## src/rtl/mjpg_word_packer.sv

```systemverilog
// mjpg_word_packer: packs JPEG bytes into byte-masked words, closes frames on EOI, buffers them in a FWFT FIFO
//   clk, rst (sync, active-low) | in_valid, in_data, flush: encoder byte stream and partial-word flush
//   out_valid, out_ready, out_data, out_keep, out_last: word stream | frame_bytes, frame_done, overflow: status
module mjpg_word_packer #(
  parameter int WORD_BYTES = 4,
  parameter int BIG_ENDIAN = 1,
  parameter int FIFO_DEPTH = 16,
  parameter int CNT_W      = 24
) (
  input  logic                    clk,
  input  logic                    rst,
  input  logic                    in_valid,
  input  logic [7:0]              in_data,
  input  logic                    flush,
  output logic                    out_valid,
  input  logic                    out_ready,
  output logic [8*WORD_BYTES-1:0] out_data,
  output logic [WORD_BYTES-1:0]   out_keep,
  output logic                    out_last,
  output logic [CNT_W-1:0]        frame_bytes,
  output logic                    frame_done,
  output logic                    overflow
);
  localparam int W  = 8*WORD_BYTES;
  localparam int AW = $clog2(FIFO_DEPTH);
  logic [W-1:0]          buf_data, nxt_data;
  logic [WORD_BYTES-1:0] buf_keep, nxt_keep;
  logic [3:0]            idx, lane;
  logic                  prev_ff, eoi, close, empty, full, push, pop;
  logic [CNT_W-1:0]      cnt, cnt_inc;
  logic [W-1:0]          mem_data [FIFO_DEPTH];
  logic [WORD_BYTES-1:0] mem_keep [FIFO_DEPTH];
  logic                  mem_last [FIFO_DEPTH];
  logic [AW:0]           wptr, rptr;
  assign lane = BIG_ENDIAN != 0 ? 4'(WORD_BYTES-1) - idx : idx;
  always_comb begin
    nxt_data = buf_data;
    nxt_keep = buf_keep;
    for (int i = 0; i < WORD_BYTES; i++)
      if (in_valid && lane == 4'(i)) begin
        nxt_data[8*i +: 8] = in_data;
        nxt_keep[i] = 1'b1;
      end
  end
  assign eoi     = in_valid && prev_ff && in_data == 8'hD9;
  // flush closes only if a byte is buffered once this cycle's byte is included
  assign close   = (in_valid && idx == 4'(WORD_BYTES-1)) || eoi || (flush && (in_valid || idx != 4'd0));
  assign cnt_inc = &cnt ? cnt : cnt + 1'b1;
  assign empty   = wptr == rptr;
  assign full    = (wptr ^ rptr) == {1'b1, {AW{1'b0}}};
  assign pop     = !empty && out_ready;
  // a pop on the same edge frees the slot, so a full FIFO still accepts the word
  assign push    = close && (!full || pop);
  assign out_valid = !empty;
  assign out_data  = empty ? '0 : mem_data[rptr[AW-1:0]];
  assign out_keep  = empty ? '0 : mem_keep[rptr[AW-1:0]];
  assign out_last  = !empty && mem_last[rptr[AW-1:0]];
  always_ff @(posedge clk)
    if (push) begin
      mem_data[wptr[AW-1:0]] <= nxt_data;
      mem_keep[wptr[AW-1:0]] <= nxt_keep;
      mem_last[wptr[AW-1:0]] <= eoi;
    end
  always_ff @(posedge clk) begin
    if (!rst) begin
      buf_data    <= '0;
      buf_keep    <= '0;
      idx         <= '0;
      prev_ff     <= 1'b0;
      cnt         <= '0;
      frame_bytes <= '0;
      frame_done  <= 1'b0;
      overflow    <= 1'b0;
      wptr        <= '0;
      rptr        <= '0;
    end else begin
      if (in_valid) prev_ff <= in_data == 8'hFF;
      if (close) begin
        buf_data <= '0;
        buf_keep <= '0;
        idx      <= '0;
      end else if (in_valid) begin
        buf_data <= nxt_data;
        buf_keep <= nxt_keep;
        idx      <= idx + 1'b1;
      end
      frame_done <= eoi;
      if (eoi) begin
        frame_bytes <= cnt_inc;
        cnt         <= '0;
      end else if (in_valid) cnt <= cnt_inc;
      if (push) wptr <= wptr + 1'b1;
      if (pop) rptr <= rptr + 1'b1;
      if (close && !push) overflow <= 1'b1;
    end
  end
endmodule

```

## config.mk

```make
export PLATFORM = sky130hd
export DESIGN_NAME = mjpg_word_packer
export DESIGN_NICKNAME = d
export VERILOG_FILES = /design/src/rtl/mjpg_word_packer.sv
export SDC_FILE = /design/constraint.sdc
export NUM_CORES = 1
export LEC_CHECK = 0
export BUFFER_PORTS_ARGS = -buffer_cell sky130_fd_sc_hd__buf_2
export CORE_MARGIN = 2
export CORE_UTILIZATION = 35
export CTS_BUF_LIST = sky130_fd_sc_hd__clkbuf_8
export DETAILED_ROUTE_END_ITERATION = 12
export GPL_ROUTABILITY_DRIVEN = 0
export GPL_TIMING_DRIVEN = 0
export PLACE_DENSITY = 0.46
export SLEW_MARGIN = 0
export SYNTH_ARGS = -nofsm -noshare
export SYNTH_HDL_FRONTEND = slang
export SYNTH_SLANG_ARGS = --single-unit
```

## constraint.sdc

```tcl
create_clock -name clk -period 7.3 [get_ports clk]
set_input_delay 2.19 -clock clk [delete_from_list [all_inputs] [get_ports clk]]
set_output_delay 2.19 -clock clk [all_outputs]
set_load 0.01 [all_outputs]
```

==> results_dict.tcl, run 1 <==
set metrics [dict create \
    status "finished clean" \
    ys_types 49 \
    placed_area_mm2 0.0297 \
    synth_compound_area_frac 0.0185 \
    fill_cells 7037 \
    slew_viol_final 0 \
    postSynthAreaPerCell_um2 19.5 \
    slew_headroom 0.248 \
    synth_edf_count 592 \
    synth-simple-area-share 0.0493 \
    cp_max_fo 10 \
    drt-total-wl_mm 71.7 \
    htreeDepth 3 \
    clk_path_buf_depth 3 \
    synth.top_cell.area_share 0.649 \
    numCtsBuffers 115 \
    synth_xor_area_frac 0.0179 \
    dp_hpwl_mm 45.2 \
    ctsResizeCount 0 \
    fin_area_mm2 0.0318 \
    die_h_um 284 \
    path_clk_slew_ns 0.06 \
    area_growth_pct 16.0 \
    ys_async_sr_fraction 0 \
    fin_total_pwr_mw 8.63 \
    netlist_top_cells_area "edfxtp_1 (65%), mux4_2 (15%), dfxtp_1 (7.7%)" \
    dr_total_vias 14100 \
    grt_pass1_vias 14900 \
    avgViaCountPerCell 5.08 \
    synth-seq-cells 697 \
    drtIter0Drc 1070 \
    endpoint_kind "primary output" \
    clkLatencyLatePin_ns 0.72 \
    port_buffers 75 \
    yosysTopAreaCell "edfxtp_1" \
    fin_crit_sh 0.859 \
    start_kind "flip-flop" \
    nNetsFinal 1666 \
    core_area_mm2 0.0775 \
    grt_use_met3 0.0324 \
    busiest_layer "met2" \
    grtUsageTotal 0.179 \
    whs_ns 0.448 \
    netlist_instances 1404 \
    yosysSeqAreaShare 0.725 \
    drive_above_1_share 0.309 \
    synth_flop_cell "edfxtp_1" \
    die-area_mm2 0.0805 \
    arrival_ns 4.08 \
    max_slew.worst_pin.slew_ns 1.12 \
    finalCoreUtilization 0.410 \
    die_w_um 284 \
    synthMuxAreaShare 0.168 \
    hp-class "flip-flop to flip-flop" \
    postCtsSetupBuffers 0 \
    grt_first_pass_wirelength_mm 104 \
    cap_violations 0 \
    drt-wirelength-per-cell_um 25.8 \
    syn_area_mm2 0.0274 \
    clock_sinks 697 \
    fin_tns_setup_ns 0 \
    initial_core_util 0.354 \
    hold_buffers 0 \
    p_leak_nw 10.5 \
    pin_count 77 \
    synth_warnings 0 \
    drc 0 \
    hold_viol_final 0 \
    vdd_drop_max_mv 0.126 \
    use_met2 0.296 \
    synthAdderAreaFrac 0.00457 \
    synth_top_family_by_area "multiplexers" \
    ant_nets 0 \
    num_rows 102 \
    first_pass_iters 5 \
    synth_fp_nets 1427 \
    fmax_ghz 0.159 \
    clock_skew_ns 0.0428 \
    final_common_cell "edfxtp_1" \
    crit_required_ns 5.11 \
    rsz0062_at_grt "false" \
    grt_max_degree 39 \
    cts_root_buf "clkbuf_8" \
    antenna_found_initial 6 \
    powerDensity_mw_per_mm2 271 \
    min_period_ns 6.27 \
    cts_tree "yes" \
    final_cell_mix "edfxtp_1 (592), mux4_2 (185), clkbuf_8 (124)" \
    setup-violations-final 0 \
    grt_use_met1 0.244 \
    grt_overflow 0 \
    path_class "flip-flop to primary output" \
]
[cell families after synthesis]
logic type,Yosys count
muxes,224
adders and majority gates,10
DFF,697
buffers and inverters,95
xor gates and xnor gates,56
and+or+nand+nor,250
AOI/OAI and AO/OA,72
[synthesized netlist by cell type, drive strengths merged (2+ instances only)]
cell type	n
and3	55
and4	5
a2111oi	7
nand2	46
mux2	32
buf	41
mux4	185
clkbuf	43
nor2b	39
a21o	2
inv	11
nor2	42
nand3	13
nand4	16
mux2i	7
a21oi	7
xor2	26
xnor2	30
nand2b	3
or2	5
edfxtp	592
or3	3
and2	3
o21ai	32
nor3	16
dfxtp	105
a211oi	7
o2111ai	2
or4	2
o211ai	8
ha	10
[stage by stage]
step / setup slack [ns] / std cells
finish: 1.03 / 2777
global route: 0.752 / 2775
CTS: 0.744 / 2774
detailed placement: 1.44 / 2566
global placement: -4.15 / 2519
floorplan: 0.844 / 1404
[per-layer routing]
layer / part of all wire / wire length [µm]
met1: 0.44 / 31700
met2: 0.49 / 34900
met3: 0.051 / 3660
met4: 0.019 / 1330
met5: 0.00061 / 44
[critical path, cell delays in order (launching register included)]
cell	delay (ns)
dfxtp_1	0.30
clkbuf_1	0.37
xnor2_1	0.20
nand4_1	0.19
nor2_1	0.56
clkbuf_1	0.71
clkbuf_1	0.66
nor2b_1	0.19
buf_2	0.19
[path summary, 6_finish.rpt]
check	from	to	slack (ns)	depth (start not counted)
worst min-delay path	frame_bytes[15]	frame_bytes[15]	0.45	2
worst min register to register	frame_bytes[15]	frame_bytes[15]	0.45	2
worst max-delay path	wptr[3]	out_data[23]	1.03	8
worst max register to register	idx[0]	mem_data[8][16]	3.22	12
[sequential cells by signal (all words and copies together), names as in the netlist, named ones only]
name	flops
mem_last	16
mem_keep	64
prev_ff	1
frame_bytes	24
buf_data	32
overflow	1
mem_data	512
idx	4
buf_keep	4
rptr	5
cnt	24
wptr	5
frame_done	1
[layout make-up]
type / count / area [µm²] / share of cell area
Clock inverter: 84 / 367 / 0.0115
Clock buffer: 124 / 1710 / 0.0537
Buffer: 84 / 412 / 0.0129
Timing Repair Buffer: 122 / 947 / 0.0298
Inverter: 11 / 41.3 / 0.00130
Sequential cell: 697 / 19900 / 0.625
Tap cell: 1040 / 1300 / 0.0409
Antenna cell: 3 / 7.51 / 0.000236
Multi-Input combinational cell: 612 / 7130 / 0.224
[power by group]
part | internal [mW] | switching [mW]
Combinational | 0.506 | 0.622
Clock | 1.59 | 1.52
Sequential | 4.37 | 0.0217
No activity file was read; power rests on OpenSTA's default activity.
==> run 2: changes to the inputs <==
- PLACE_DENSITY: 0.46 -> 0.48
- clock period: 7.3 -> 5.1 ns (I/O delays scaled with it)
==> run 2 against run 1 <==
Against the previous run: final cell count did not move; combinational power rose by 42%; hold slack improved by 0.0042 ns; flip-flop and latch count did not move; critical path depth fell by 2; power rose by 45%; non-clock buffer count fell by 8; sequential power rose by 43%; worst setup slack got worse by 0.85 ns; critical path type unchanged; critical endpoint is now out_data[27]; largest cell class unchanged.
==> results_dict.tcl, run 2 (synthesized netlist as in run 1, its figures left out) <==
set metrics [dict create \
    hold_buffers 0 \
    finalCoreUtilization 0.413 \
    switchingPower_mw 3.14 \
    postCtsSetupBuffers 0 \
    dp_hpwl_mm 44.5 \
    dr_total_vias 14200 \
    cp_max_fo 10 \
    endpoint_kind "primary output" \
    switching_share 0.252 \
    setup-violations-final 0 \
    die-area_mm2 0.0805 \
    cts_root_buf "clkbuf_8" \
    ant_nets 0 \
    grt_max_degree 39 \
    nNetsFinal 1659 \
    grt_pass1_vias 14900 \
    final_common_cell "edfxtp_1" \
    fin_crit_sh 0.965 \
    combPwrFrac 0.128 \
    pre_cts_slack_ns -0.0157 \
    slew_headroom 0.231 \
    antenna_found_initial 5 \
    hold_viol_final 0 \
    drt-total-wl_mm 70.4 \
    avgViaCountPerCell 5.10 \
    pin_count 77 \
    die_h_um 284 \
    min_period_ns 4.92 \
    clock_skew_ns 0.0538 \
    cts_tree "yes" \
    max_slew.worst_pin.slew_ns 1.15 \
    reg2reg_depth 12 \
    initial_core_util 0.354 \
    path_class "flip-flop to primary output" \
    crit_required_ns 3.57 \
    rsz0062_at_grt "true" \
    drive_above_1_share 0.321 \
    p_leak_nw 10.6 \
    drt-wirelength-per-cell_um 25.3 \
    path_clk_slew_ns 0.06 \
    port_buffers 75 \
    drtIter0Drc 1222 \
    first_pass_iters 5 \
    clock_sinks 697 \
    grtUsageTotal 0.175 \
    placed_area_mm2 0.0297 \
    hold_depth 2 \
    slew_viol_final 0 \
    cap_violations 0 \
    clockPowerShare 0.367 \
    p_int_mw 9.34 \
    clk_path_buf_depth 3 \
    fill_cells 7024 \
    fin_total_pwr_mw 12.5 \
    powerDensity_mw_per_mm2 391 \
    htreeDepth 3 \
    fmax_ghz 0.203 \
    pwr-share-seq 0.504 \
    status "finished clean" \
    vdd_drop_max_mv 0.181 \
    hp-class "flip-flop to flip-flop" \
    arrival_ns 3.39 \
    die_w_um 284 \
    final_cell_mix "edfxtp_1 (592), mux4_2 (185), clkbuf_8 (128)" \
    numCtsBuffers 116 \
    core_area_mm2 0.0775 \
    clkLatencyLatePin_ns 0.75 \
    fin_ws_ns 0.180 \
    area_growth_pct 16.6 \
    drc 0 \
    fin_area_mm2 0.0320 \
    grt_first_pass_wirelength_mm 102 \
    largest_reg_flops 512 \
    num_rows 102 \
    start_kind "flip-flop" \
    grt_overflow 0 \
]
-- run 2: power by group through the flow --
| stage | clock network [mW] | registers, mW | logic, mW |
|---|---|---|---|
| 6_report | 4.59 | 6.29 | 1.60 |
| 5_1_grt | 4.98 | 6.30 | 1.74 |
| 4_1_cts | 4.74 | 6.29 | 1.67 |
| 3_5_place_dp | 0 | 6.41 | 1.67 |
| 3_3_place_gp | 0 | 6.41 | 1.63 |
| 2_1_floorplan | 0 | 6.40 | 1.07 |
-- run 2: layer usage --
metal  GRT usage  wire length, µm  vias up
met3      0.0363             3360      104
met2       0.285            33600      353
met4      0.0451             1300        6
met5           0               34        -
li1            -                -     6174
met1       0.241            32100     7522
-- run 2: worst paths after layout --
path	start	to	slack, ns
worst min-delay path	frame_bytes[15]	frame_bytes[15]	0.45
worst max register to register	idx[0]	mem_data[1][14]	1.09
worst min register to register	frame_bytes[15]	frame_bytes[15]	0.45
worst max-delay path	flip-flop	out_data[27]	0.18
-- run 2: final cells by class --
cell class	instances	area, µm²	share of cell area
Multi-Input combinational cell	612	7150	0.224
Timing Repair Buffer	115	917	0.0287
Clock inverter	88	420	0.0132
Sequential cell	697	19900	0.622
Antenna cell	3	7.51	0.000235
Clock buffer	128	1760	0.0551
Tap cell	1040	1300	0.0407
Buffer	83	478	0.0150
Inverter	11	41.3	0.00129
-- run 2: worst max-delay path: stages (launching register included) --
cell and delay, ns:
dfxtp_1 0.41, clkdlybuf4s15_2 0.54, buf_2 0.46, mux4_2 0.38, mux4_2 0.52, nor2b_1 0.15
buf_2 0.17
-- run 2: timing repair --
action,CTS,global route
endpoints found under the hold margin,0,0
resized for setup,25,3
endpoints found under the setup margin,37,7
pin swaps,0,0
-- run 2: metrics by stage --
step / instances / TNS [ns] / hold WS [ns]
2_1_floorplan: 1404 / -154.42 / 0.445
3_3_place_gp: 2519 / -1548.43 / 0.435
3_5_place_dp: 2559 / -0.115 / 0.441
4_1_cts: 2774 / 0 / 0.453
5_1_grt: 2775 / -0.0170 / 0.474
6_report: 2777 / 0 / 0.452
